===== config.mk =====
export PLATFORM = sky130hd
export DESIGN_NAME = traffic_light_ctrl_p
export DESIGN_NICKNAME = d
export VERILOG_FILES = /design/src/rtl/traffic_light_ctrl_p.sv
export SDC_FILE = /design/constraint.sdc
export NUM_CORES = 1
export LEC_CHECK = 0
export ABC_AREA = 1
export CAP_MARGIN = 40
export CORE_MARGIN = 5
export CORE_UTILIZATION = 43
export CTS_CLUSTER_SIZE = 20
export DETAILED_ROUTE_END_ITERATION = 8
export GPL_TIMING_DRIVEN = 0
export PLACE_DENSITY = 0.72
export SYNTH_ARGS = -nofsm -noshare
export SYNTH_HDL_FRONTEND = slang
export SYNTH_SLANG_ARGS = --single-unit

===== constraint.sdc =====
create_clock -name clk -period 1.3 [get_ports clk]
set_input_delay 0.26 -clock clk [delete_from_list [all_inputs] [get_ports clk]]
set_output_delay 0.26 -clock clk [all_outputs]
set_load 0.02 [all_outputs]

===== src/rtl/traffic_light_ctrl_p.sv =====
// ---------------------------------------------------------------------------
// traffic_light_ctrl_p
//
// Controller for a two-road intersection with a pedestrian phase and a night
// flashing mode. All durations are counted in ticks of an external time-base
// enable rather than in clocks. Lamp outputs are decoded only from registered
// state, so no input has a combinational path to an output.
//
// Parameters
//   G1_T, G2_T : green duration of road 1 / road 2, in ticks
//   Y_T        : yellow duration (both roads), in ticks
//   AR_T       : all-red clearance duration, in ticks
//   PED_T      : pedestrian walk duration, in ticks
//   TW         : timer width; every duration must be 1..2^TW-1
//
// Ports
//   clk        in   clock
//   reset      in   asynchronous reset, active high
//   tick       in   one-cycle time-base enable
//   ped_req    in   pedestrian button (level or pulse)
//   mode_flash in   night flashing-mode request
//   out1       out  road-1 lamps {R,Y,G}
//   out2       out  road-2 lamps {R,Y,G}
//   ped_walk   out  pedestrian walk lamp
//   ped_pend   out  latched pedestrian request
//   phase      out  current state code
//
// state | meaning
// ------+-----------------------------------------------
// G1    | road 1 green, road 2 red
// Y1    | road 1 yellow, road 2 red
// AR1   | all red after road 1
// G2    | road 2 green, road 1 red
// Y2    | road 2 yellow, road 1 red
// AR2   | all red after road 2 (also the exit of FLASH)
// PED   | all red, pedestrian walk
// FLASH | both roads flash yellow, one toggle per tick
// ---------------------------------------------------------------------------
module traffic_light_ctrl_p #(
    parameter int G1_T  = 15,
    parameter int G2_T  = 15,
    parameter int Y_T   = 5,
    parameter int AR_T  = 1,
    parameter int PED_T = 8,
    parameter int TW    = 5
) (
    input  logic       clk,
    input  logic       reset,
    input  logic       tick,
    input  logic       ped_req,
    input  logic       mode_flash,
    output logic [2:0] out1,
    output logic [2:0] out2,
    output logic       ped_walk,
    output logic       ped_pend,
    output logic [2:0] phase
);

    typedef enum logic [2:0] {
        S_G1    = 3'd0,
        S_Y1    = 3'd1,
        S_AR1   = 3'd2,
        S_G2    = 3'd3,
        S_Y2    = 3'd4,
        S_AR2   = 3'd5,
        S_PED   = 3'd6,
        S_FLASH = 3'd7
    } state_t;

    // Lamp encodings {Red, Yellow, Green}
    localparam logic [2:0] LAMP_R   = 3'b100;
    localparam logic [2:0] LAMP_Y   = 3'b010;
    localparam logic [2:0] LAMP_G   = 3'b001;
    localparam logic [2:0] LAMP_OFF = 3'b000;

    // Timer reload values: a state lasting N ticks starts at N-1 and leaves
    // on the tick that finds the timer at zero.
    localparam logic [TW-1:0] G1_LD  = TW'(G1_T - 1);
    localparam logic [TW-1:0] G2_LD  = TW'(G2_T - 1);
    localparam logic [TW-1:0] Y_LD   = TW'(Y_T - 1);
    localparam logic [TW-1:0] AR_LD  = TW'(AR_T - 1);
    localparam logic [TW-1:0] PED_LD = TW'(PED_T - 1);

    state_t        state_q, state_d;
    logic [TW-1:0] timer_q, timer_d;
    logic          flash_q, flash_d;
    logic          ped_pend_q, ped_pend_d;
    logic          ped_clr;

    function automatic logic [TW-1:0] load_for(input state_t s);
        logic [TW-1:0] ld;
        ld = '0;
        case (s)
            S_G1:    ld = G1_LD;
            S_Y1:    ld = Y_LD;
            S_AR1:   ld = AR_LD;
            S_G2:    ld = G2_LD;
            S_Y2:    ld = Y_LD;
            S_AR2:   ld = AR_LD;
            S_PED:   ld = PED_LD;
            default: ld = '0;   // FLASH runs on the flash bit, not the timer
        endcase
        return ld;
    endfunction

    // ------------------------------------------------------------------
    // State register
    // ------------------------------------------------------------------
    always_ff @(posedge clk or posedge reset) begin
        if (reset) begin
            state_q    <= S_G1;
            timer_q    <= G1_LD;
            flash_q    <= 1'b0;
            ped_pend_q <= 1'b0;
        end else begin
            state_q    <= state_d;
            timer_q    <= timer_d;
            flash_q    <= flash_d;
            ped_pend_q <= ped_pend_d;
        end
    end

    // ------------------------------------------------------------------
    // Next-state logic
    // ------------------------------------------------------------------
    always_comb begin
        state_d = state_q;
        timer_d = timer_q;
        flash_d = flash_q;
        ped_clr = 1'b0;

        if (tick) begin
            if (state_q == S_FLASH) begin
                if (!mode_flash) begin
                    // Leave through a full all-red clearance before traffic resumes
                    state_d = S_AR2;
                    timer_d = AR_LD;
                    flash_d = 1'b0;
                end else begin
                    flash_d = ~flash_q;
                end
            end else if (timer_q == '0) begin
                case (state_q)
                    S_G1:  state_d = S_Y1;
                    S_Y1:  state_d = S_AR1;
                    S_AR1: state_d = mode_flash ? S_FLASH : S_G2;
                    S_G2:  state_d = S_Y2;
                    S_Y2:  state_d = S_AR2;
                    // Flash request outranks a pending pedestrian; the
                    // request stays latched and is served after FLASH exits.
                    S_AR2: begin
                        if (mode_flash) begin
                            state_d = S_FLASH;
                        end else if (ped_pend_q) begin
                            state_d = S_PED;
                        end else begin
                            state_d = S_G1;
                        end
                    end
                    S_PED:   state_d = S_G1;
                    default: state_d = S_G1;
                endcase
                timer_d = load_for(state_d);
                flash_d = 1'b0;
                ped_clr = (state_d == S_PED);
            end else begin
                timer_d = timer_q - 1'b1;
            end
        end

        // Clearing on PED entry wins over a press on that same clock; any
        // press seen while in PED re-arms the request for the next cycle.
        ped_pend_d = ped_clr ? 1'b0 : (ped_pend_q | ped_req);
    end

    // ------------------------------------------------------------------
    // Output decode (registered state only)
    // ------------------------------------------------------------------
    always_comb begin
        out1     = LAMP_R;
        out2     = LAMP_R;
        ped_walk = 1'b0;
        case (state_q)
            S_G1: begin
                out1 = LAMP_G;
                out2 = LAMP_R;
            end
            S_Y1: begin
                out1 = LAMP_Y;
                out2 = LAMP_R;
            end
            S_G2: begin
                out1 = LAMP_R;
                out2 = LAMP_G;
            end
            S_Y2: begin
                out1 = LAMP_R;
                out2 = LAMP_Y;
            end
            S_PED: begin
                ped_walk = 1'b1;
            end
            S_FLASH: begin
                out1 = flash_q ? LAMP_OFF : LAMP_Y;
                out2 = flash_q ? LAMP_OFF : LAMP_Y;
            end
            default: begin
                out1 = LAMP_R;
                out2 = LAMP_R;
            end
        endcase
    end

    assign ped_pend = ped_pend_q;
    assign phase    = state_q;

endmodule

### Word level (Yosys, flattened, before mapping)

Cells that the tools add are included.

* input bits: 5
* flip-flop bits (word level): 10
* logic and storage cells: 53
* output and inout port bits: 11

* bitwise operators: 2
* mux-type cells: 25
* add/subtract/negate cells: 1
* eq/ne operators: 12
* reductions and logical operators: 9

Operator list (count)
* $mux W3: 9
* $eq A3 B3 Y1 const B: 6
* $pmux W3 S3: 2
* $pmux W3 S6: 1
* $mux W5: 3
* $pmux W4 S3: 1
* $eq A3 B2 Y1 const B: 3
* $mux W1: 8
* $eq A3 B1 Y1 const B: 2
* $logic_not A3 Y1: 2
* $logic_not A5 Y1: 1
* $sub A5 B1 Y5 const B: 1
* $reduce_and A2 Y1: 2
* $reduce_or A2 Y1: 2
* $reduce_and A3 Y1: 1
* $mux W2: 1
* $ne A2 B2 Y1 const B: 1
* $reduce_bool A2 Y1: 1
* $not A1 Y1: 1
* $or A1 B1 Y1: 1

### Depth between registers and ports, before layout

Gate-level depths: netlist of run 1.

* depth in word-level cells: 11
* depth in mapped cells: 9
* mapped depth without buffers: 9

### Least setup slack after synthesis of run 1

No wires, ideal clock.

* path kind: register to output
* start point: reg state_q[1] (netlist: phase[1])
* end point: out out1[1]
* buffers on the path: 1
* required time: 1.040 ns
* slack: -0.302 ns
* stages on the path, launching flop included: 4
* arrival: 1.342 ns
* path through: dfrtp_1 > buf_2 > nand3_2 > o21ai_0

* word-level cells in the longest chain between the ends: 2
* elaborated cells between the ends (all ways): 4
* those cells by class: eq/ne: 2; mux: 1; reduce/logical: 1

RTL lines
* start, declared: RTL line 84 `state_t state_q, state_d;`
* start signal, assigned: RTL line 116 `state_q <= state_d;`
* $eq A3 B3 Y1, or another cell as far along: RTL line 183 `case (state_q)`
* $pmux W3 S3 (*): RTL line 183
* end, declared: RTL line 52 `output logic [2:0] out1,`

Every way passes the cells marked *; elsewhere a longest branch is shown, timed or not.

### Worst setup path after layout of run 1

* start point: reg state_q[0] (netlist: phase[0])
* end point: out out2[2]

* word-level cells in the longest chain between the ends: 2
* elaborated cells between the ends (all ways): 4
* those cells by class: eq/ne: 3; mux: 1

RTL lines
* $eq A3 B3 Y1 or $eq A3 B2 Y1 (tied branches): RTL line 183
* $pmux W3 S3 (*): RTL line 183
* end, declared: RTL line 53 `output logic [2:0] out2,`

Marks and branches as above.

==> reports/results.ini, run 1 <==
[setup_path]
max_stage_delay_ns=0.43
critPathKind=reg -> out
worst_r2r_startpoint=phase[0]
crit_chain=buf_6, nor2_4, nand2_4, nand2_4, nor2_4, buf_6
cp-end-kind=primary output
critPathLaunch=phase[0]
start_kind=register
cp_slowest_cell=dfrtp_2
path_delay_family=flip-flops
crit_buf_inv=2
crit_arrival_ns=1.25
path_max_fanout=5
critPathRequiredTime_ns=1.04

[floorplanning]
dieWidth_microns=50.0
ios=16
die-area_sq_um=2500
fp-row-count=14
die_h_microns=50.0
coreArea_sq_um=1510
start_util_pct=45.8

[final_layout]
multi_input_area_sq_um=490
ff_latch_area_sq_um=258
n_antenna_cell=0
drive_gt1_share_pct=48.5
nets=139
final_cells=148
area_delta_synth_final_pct=65.5
fill_cells=109

[placed_design]
dp_slack_ns=-0.449
portBuffers=15
dp_cells=131
gp_congestion=0.811
dp_hpwl_microns=1290

[sta]
whs_ns=0.255
fin_crit_sh_pct=116
setup_viol=17
relSlewSlack_pct=75.1
grt_setup_unrepaired=true
hold_viol=0
setup_ws_ns=-0.206
worst_pin_slew_ns=0.372
fin_worst_skew_ns=0.0134
final_max_slew_viol_count=0
timing.final.crit_period_ns=1.51
max_freq_mhz=664

[route]
wirelength_microns=1820
drtIter0Drc=20
vias_per_cell=5.10
routedWlPerCell_microns=12.3
route.detailed.drc=0
dr.pass1.iters=4
route.vias.total=755
ant_nets=0

[clock_tree]
clk_latency_ns=0.27
cts_buffers=3
root_buffer=clkbuf_4
clk_pin_slew_worst_paths_ns=0.07
clk_path_buf_depth=2
ctsHoldBuffers=0
ctsHtreeMaxLevel=1
cts.sinks=10
cts_tree=done

[power]
power_density_nw_per_um2=2660
combPwrFrac_pct=72.2
seq_power_share_pct=20.4
pwr-share-clk_pct=7.4
ir_worst_vdd_v=0.00135
swShare_pct=47.2
p_int_uw=1600
leakagePower_uw=0.000531
switchingPower_uw=1440

[yosys]
ys_types=25
synth_seq_area_share_pct=36.8
synth.avg_cell_area_sq_um=6.89
synthesis.instances=100
syn_nets=106
synthesis.area_sq_um=689
ys_warn_count=0
ys_seq_elements=10

[job]
cap_violations=0

[status]
outcome=finished with violations
violations=negative setup slack

[global_route]
overflow=0
grt_max_degree=11
grt_use_total_pct=15.2
grt_pass1_wl_microns=3050
grt_pass1_vias=721
antenna_found_initial=0

[worst_hold_path]
hold_path.class=in -> async

cells in the mapped netlist (all sizes together):
cell	number	share of area, %
dfstp	3	11
dfrtp	7	25
a21oi	5	3.6
xnor2	2	2.5
o21a	1	1.1
buf	2	1.8
nand2	25	14
inv	16	8.7
clkinv	1	0.54
o22a	1	1.3
o22ai	1	0.91
nor3	2	1.5
a31oi	1	0.91
o21ai	8	5.8
nor2	13	8.5
nand3	10	8.7
o211ai	1	1.1
ha	1	1.8
path summary, 6_finish.rpt:
kind	end	slack, ns	depth (start not counted)
worst max-delay path	out2[2]	-0.21	6
worst min-delay path	timer_q[0]	0.26	2
worst max register to register	phase[2]	-0.16	7
worst min register to register	timer_q[1]	0.48	2
max in group asynchronous	timer_q[2]	0.72	2
min in group clk	timer_q[1]	0.48	2
metal layers:
layer | routed length (microns) | share of wire, % | track usage, %
met2 | 954 | 52 | 27.8
met4 | 23 | 1.3 | 5.24
met1 | 749 | 41 | 17.0
met3 | 96 | 5.3 | 2.71
met5 | 0 | 0 | 0
sequential cells by signal, indices dropped and copies added, names as in the netlist:
| register | cells |
|---|---|
| timer_q | 5 |
| phase | 3 |
| flash_q | 1 |
| ped_pend | 1 |
cells by family after synthesis:
group | Yosys count | share of synthesized area, %
compound gates | 18 | 14.7
xor+xnor | 2 | 2.54
fa+ha+maj | 1 | 1.81
buf+inv | 19 | 11.1
flops | 10 | 36.8
simple gates | 50 | 33.0
area by class of cell:
cell class                 count  area share (%)
buffer                         2            2.30
sequential                    10            22.6
timing repair buffer          28            22.1
multi-input combinational     71            43.0
tap                           16            1.75
inverter                      17            5.92
clock buffer                   4            2.30
power by group through the flow:
| stage | Combinational, uW | Clock (uW) | Sequential [uW] |
|---|---|---|---|
| after floorplan | 1120 | 0 | 650 |
| after global placement | 1600 | 0 | 610 |
| after detailed placement | 1640 | 0 | 618 |
| after CTS | 1980 | 227 | 611 |
| after global routing | 2370 | 247 | 644 |
| final | 2200 | 224 | 620 |
cell usage in the layout (no fill, tap or decap), types with 2 or more instances in the layout:
master,netlist,layout
nor2_2,1,4
clkdlybuf4s50_1,0,4
o21ai_1,2,4
nor2_1,11,4
inv_1,14,11
o21ai_0,6,2
dfrtp_2,0,3
nand2_2,2,4
nand3_2,2,4
buf_6,0,9
nand3_1,8,4
xnor2_1,2,2
nand2_1,23,18
a21oi_1,5,5
nand2_4,0,3
o21ai_2,0,2
dfrtp_1,7,4
clkbuf_4,0,3
nand3_4,0,2
dlygate4sd2_1,0,4
dfstp_2,3,3
inv_2,2,4
buf_4,1,11
nor2_4,1,5
worst register-to-register path, stage by stage, from the launching register on:
cell and delay [ns]:
dfrtp_2 0.43, buf_4 0.15, nand3_4 0.12, buf_4 0.17, nand2_2 0.08, nor2_2 0.11, inv_1 0.08, o22a_1 0.20
repair_timing:
action | 4_1_cts | 5_1_grt
endpoints found under the setup margin | 20 | 19
buffers inserted | 9 | 3
gates resized for setup | 58 | 16
gates cloned | 1 | 0
pin swaps | 5 | 5
stage by stage:
stage               setup TNS, ns  instance area (sq um)  util, %  power, uW
CTS                         -1.98                   1070     70.8       2820
detailed placement          -4.45                    921     61.1       2250
floorplan                       0                    751        -       1770
global route                -3.22                   1140     75.7       3260
finish                      -1.99                   1140     75.7       3040
global placement            -4.42                    921     61.1       2210
(Power assumes the default switching activity.)
==> inputs of run 2 (changes only) <==
SETUP_SLACK_MARGIN = 0.5   (was not set)
==> reports/results.ini, run 2 (same netlist as run 1, synthesis figures left out) <==
[setup_path]
critPathRequiredTime_ns=1.04  ; about the same
r2r_cells=11  ; +4
start_kind=register
cp-end-kind=primary output
crit_chain=buf_8, nor2_4, nand2_2, nand2_2, nor2_4, buf_6
max_stage_delay_ns=0.45  ; +0.02 ns
path_max_fanout=8  ; +3
cp_slowest_cell=dfrtp_2
critPathKind=reg -> out
rrSetupSlack_ns=-0.24  ; -0.08 ns
worst_r2r_startpoint=phase[1]
crit_arrival_ns=1.32  ; +0.07 ns
reg2reg_to=timer_q[2]

[route]
routedWlPerCell_microns=15.6  ; +26%
drtIter0Drc=23  ; +15%
wirelength_microns=2410  ; +32%
vias_per_cell=5.46  ; +7.0%
route.vias.total=846  ; +12%
ant_nets=0  ; unchanged
dr.pass1.iters=4  ; unchanged
route.detailed.drc=0  ; unchanged

[power]
p_int_uw=1970  ; +23%
ir_worst_vdd_v=0.00172  ; +27%
seq_power_share_pct=17.1  ; -3.3 points
pwr-share-clk_pct=8.1  ; +0.7 points
power_uw=3690  ; +21%
combPwrFrac_pct=74.9  ; +2.7 points
leakagePower_uw=0.000600  ; +13%
switchingPower_uw=1720  ; +20%
power_density_nw_per_um2=2820  ; +5.8%
swShare_pct=46.6  ; -0.61 points

[clock_tree]
clk_pin_slew_worst_paths_ns=0.08  ; about the same
ctsHtreeMaxLevel=1  ; unchanged
cts_tree=done
root_buffer=clkbuf_4
clk_path_buf_depth=2  ; unchanged
ctsHoldBuffers=0  ; unchanged
clk_latency_ns=0.28  ; about the same
cts_buffers=3  ; unchanged
cts.sinks=10  ; unchanged

[floorplanning]
die_h_microns=50.0  ; unchanged
start_util_pct=45.8  ; unchanged
fp-row-count=14  ; unchanged
coreArea_sq_um=1510  ; unchanged
ios=16  ; unchanged
die-area_sq_um=2500  ; unchanged
dieWidth_microns=50.0  ; unchanged

[sta]
hold_viol=0  ; unchanged
setup_viol=16  ; -1
fin_crit_sh_pct=122  ; +5.6 points
setup_ws_ns=-0.280  ; -0.0733 ns
timing.final.crit_period_ns=1.58  ; +0.0733 ns
grt_setup_unrepaired=true
fin_worst_skew_ns=0.0105  ; -0.00293 ns
relSlewSlack_pct=72.3  ; -2.9 points
max_freq_mhz=633  ; -4.6%
worst_pin_slew_ns=0.416  ; +0.0433 ns
final_max_slew_viol_count=0  ; unchanged

[final_layout]
n_antenna_cell=0  ; unchanged
largest_reg_flops=5  ; unchanged
fin_area_sq_um=1310  ; +15%
fill_cells=77  ; -29%
area_delta_synth_final_pct=89.8
final_common_cell=buf_6
layout_common_cells=buf_6, nand2_1, buf_4
drive_gt1_share_pct=63.3  ; +15 points
nets=146  ; +5.0%
regMostFlops=timer_q

[placed_design]
gp_congestion=0.819  ; +1.0%
portBuffers=15  ; unchanged
dp_hpwl_microns=1260  ; -2.4%
dpl_cell_area_sq_um=953  ; +3.5%

[status]
violations=negative setup slack
outcome=finished with violations

[job]
cap_violations=0  ; unchanged

[global_route]
grt_use_total_pct=17.6  ; +2.4 points
antenna_found_initial=0  ; unchanged
grt_pass1_wl_microns=3440  ; +13%
overflow=0  ; unchanged
grt_max_degree=11  ; unchanged
grt_pass1_vias=836  ; +16%

[worst_hold_path]
hold_path.class=in -> async

-- run 2: layer usage --
| metal | up-vias | track usage, % | part of all wire [%] |
|---|---|---|---|
| met5 | - | 0 | 0 |
| met4 | 0 | 13.1 | 4.0 |
| met3 | 12 | 3.31 | 3.0 |
| met2 | 26 | 30.8 | 55 |
| met1 | 409 | 17.9 | 38 |
| li1 | 399 | - | - |
-- run 2: worst max-delay path by stage --
stage                     cells after the start       start    endpoint
after floorplan                               7  timer_q[1]    phase[2]
after global placement                        5    phase[1]     out2[2]
after detailed placement                      5    phase[1]     out2[2]
after CTS                                     3    phase[2]    ped_walk
after global routing                          9    phase[1]  timer_q[0]
final                                         6    phase[0]     out2[2]
-- run 2: power by group through the flow --
stage	Clock (uW)	Sequential, uW	Combinational, uW
6_report	298	630	2760
3_3_place_gp	0	614	1730
3_5_place_dp	0	618	1750
5_1_grt	315	655	2940
4_1_cts	293	605	2290
2_1_floorplan	0	653	1220
-- run 2: worst max-delay path, delay by kind of cell, from the launching register on --
kind	cells	cell delay, ns
AND/OR/NAND/NOR	4	0.31
buffers and inverters	2	0.28
flip-flops	1	0.45
-- run 2: cell type report --
cell class	instances	area [sq um]	area share [%]
Buffer	2	26.3	2.01
Timing Repair Buffer	35	347	26.5
Multi-Input combinational cell	71	558	42.6
Sequential cell	10	258	19.7
Tap cell	16	20.0	1.53
Inverter	17	63.8	4.88
Clock buffer	4	36.3	2.77
-- run 2: through the flow --
step | hold WS [ns] | instances | setup TNS (ns) | util [%] | setup WS, ns
after floorplan | 0.0978 | 100 | 0 | - | 0.0236
after global placement | 0.474 | 131 | -4.29 | 63.3 | -0.456
after detailed placement | 0.479 | 131 | -4.39 | 63.3 | -0.463
after CTS | 0.277 | 151 | -2.27 | 79.4 | -0.214
after global routing | 0.322 | 155 | -3.79 | 86.9 | -0.320
final | 0.267 | 155 | -2.93 | 86.9 | -0.280
-- run 2: what timing repair did --
action | CTS | global route
gates resized for setup | 82 | 25
pin swaps | 10 | 14
buffers inserted | 16 | 4
endpoints found under the setup margin | 21 | 21
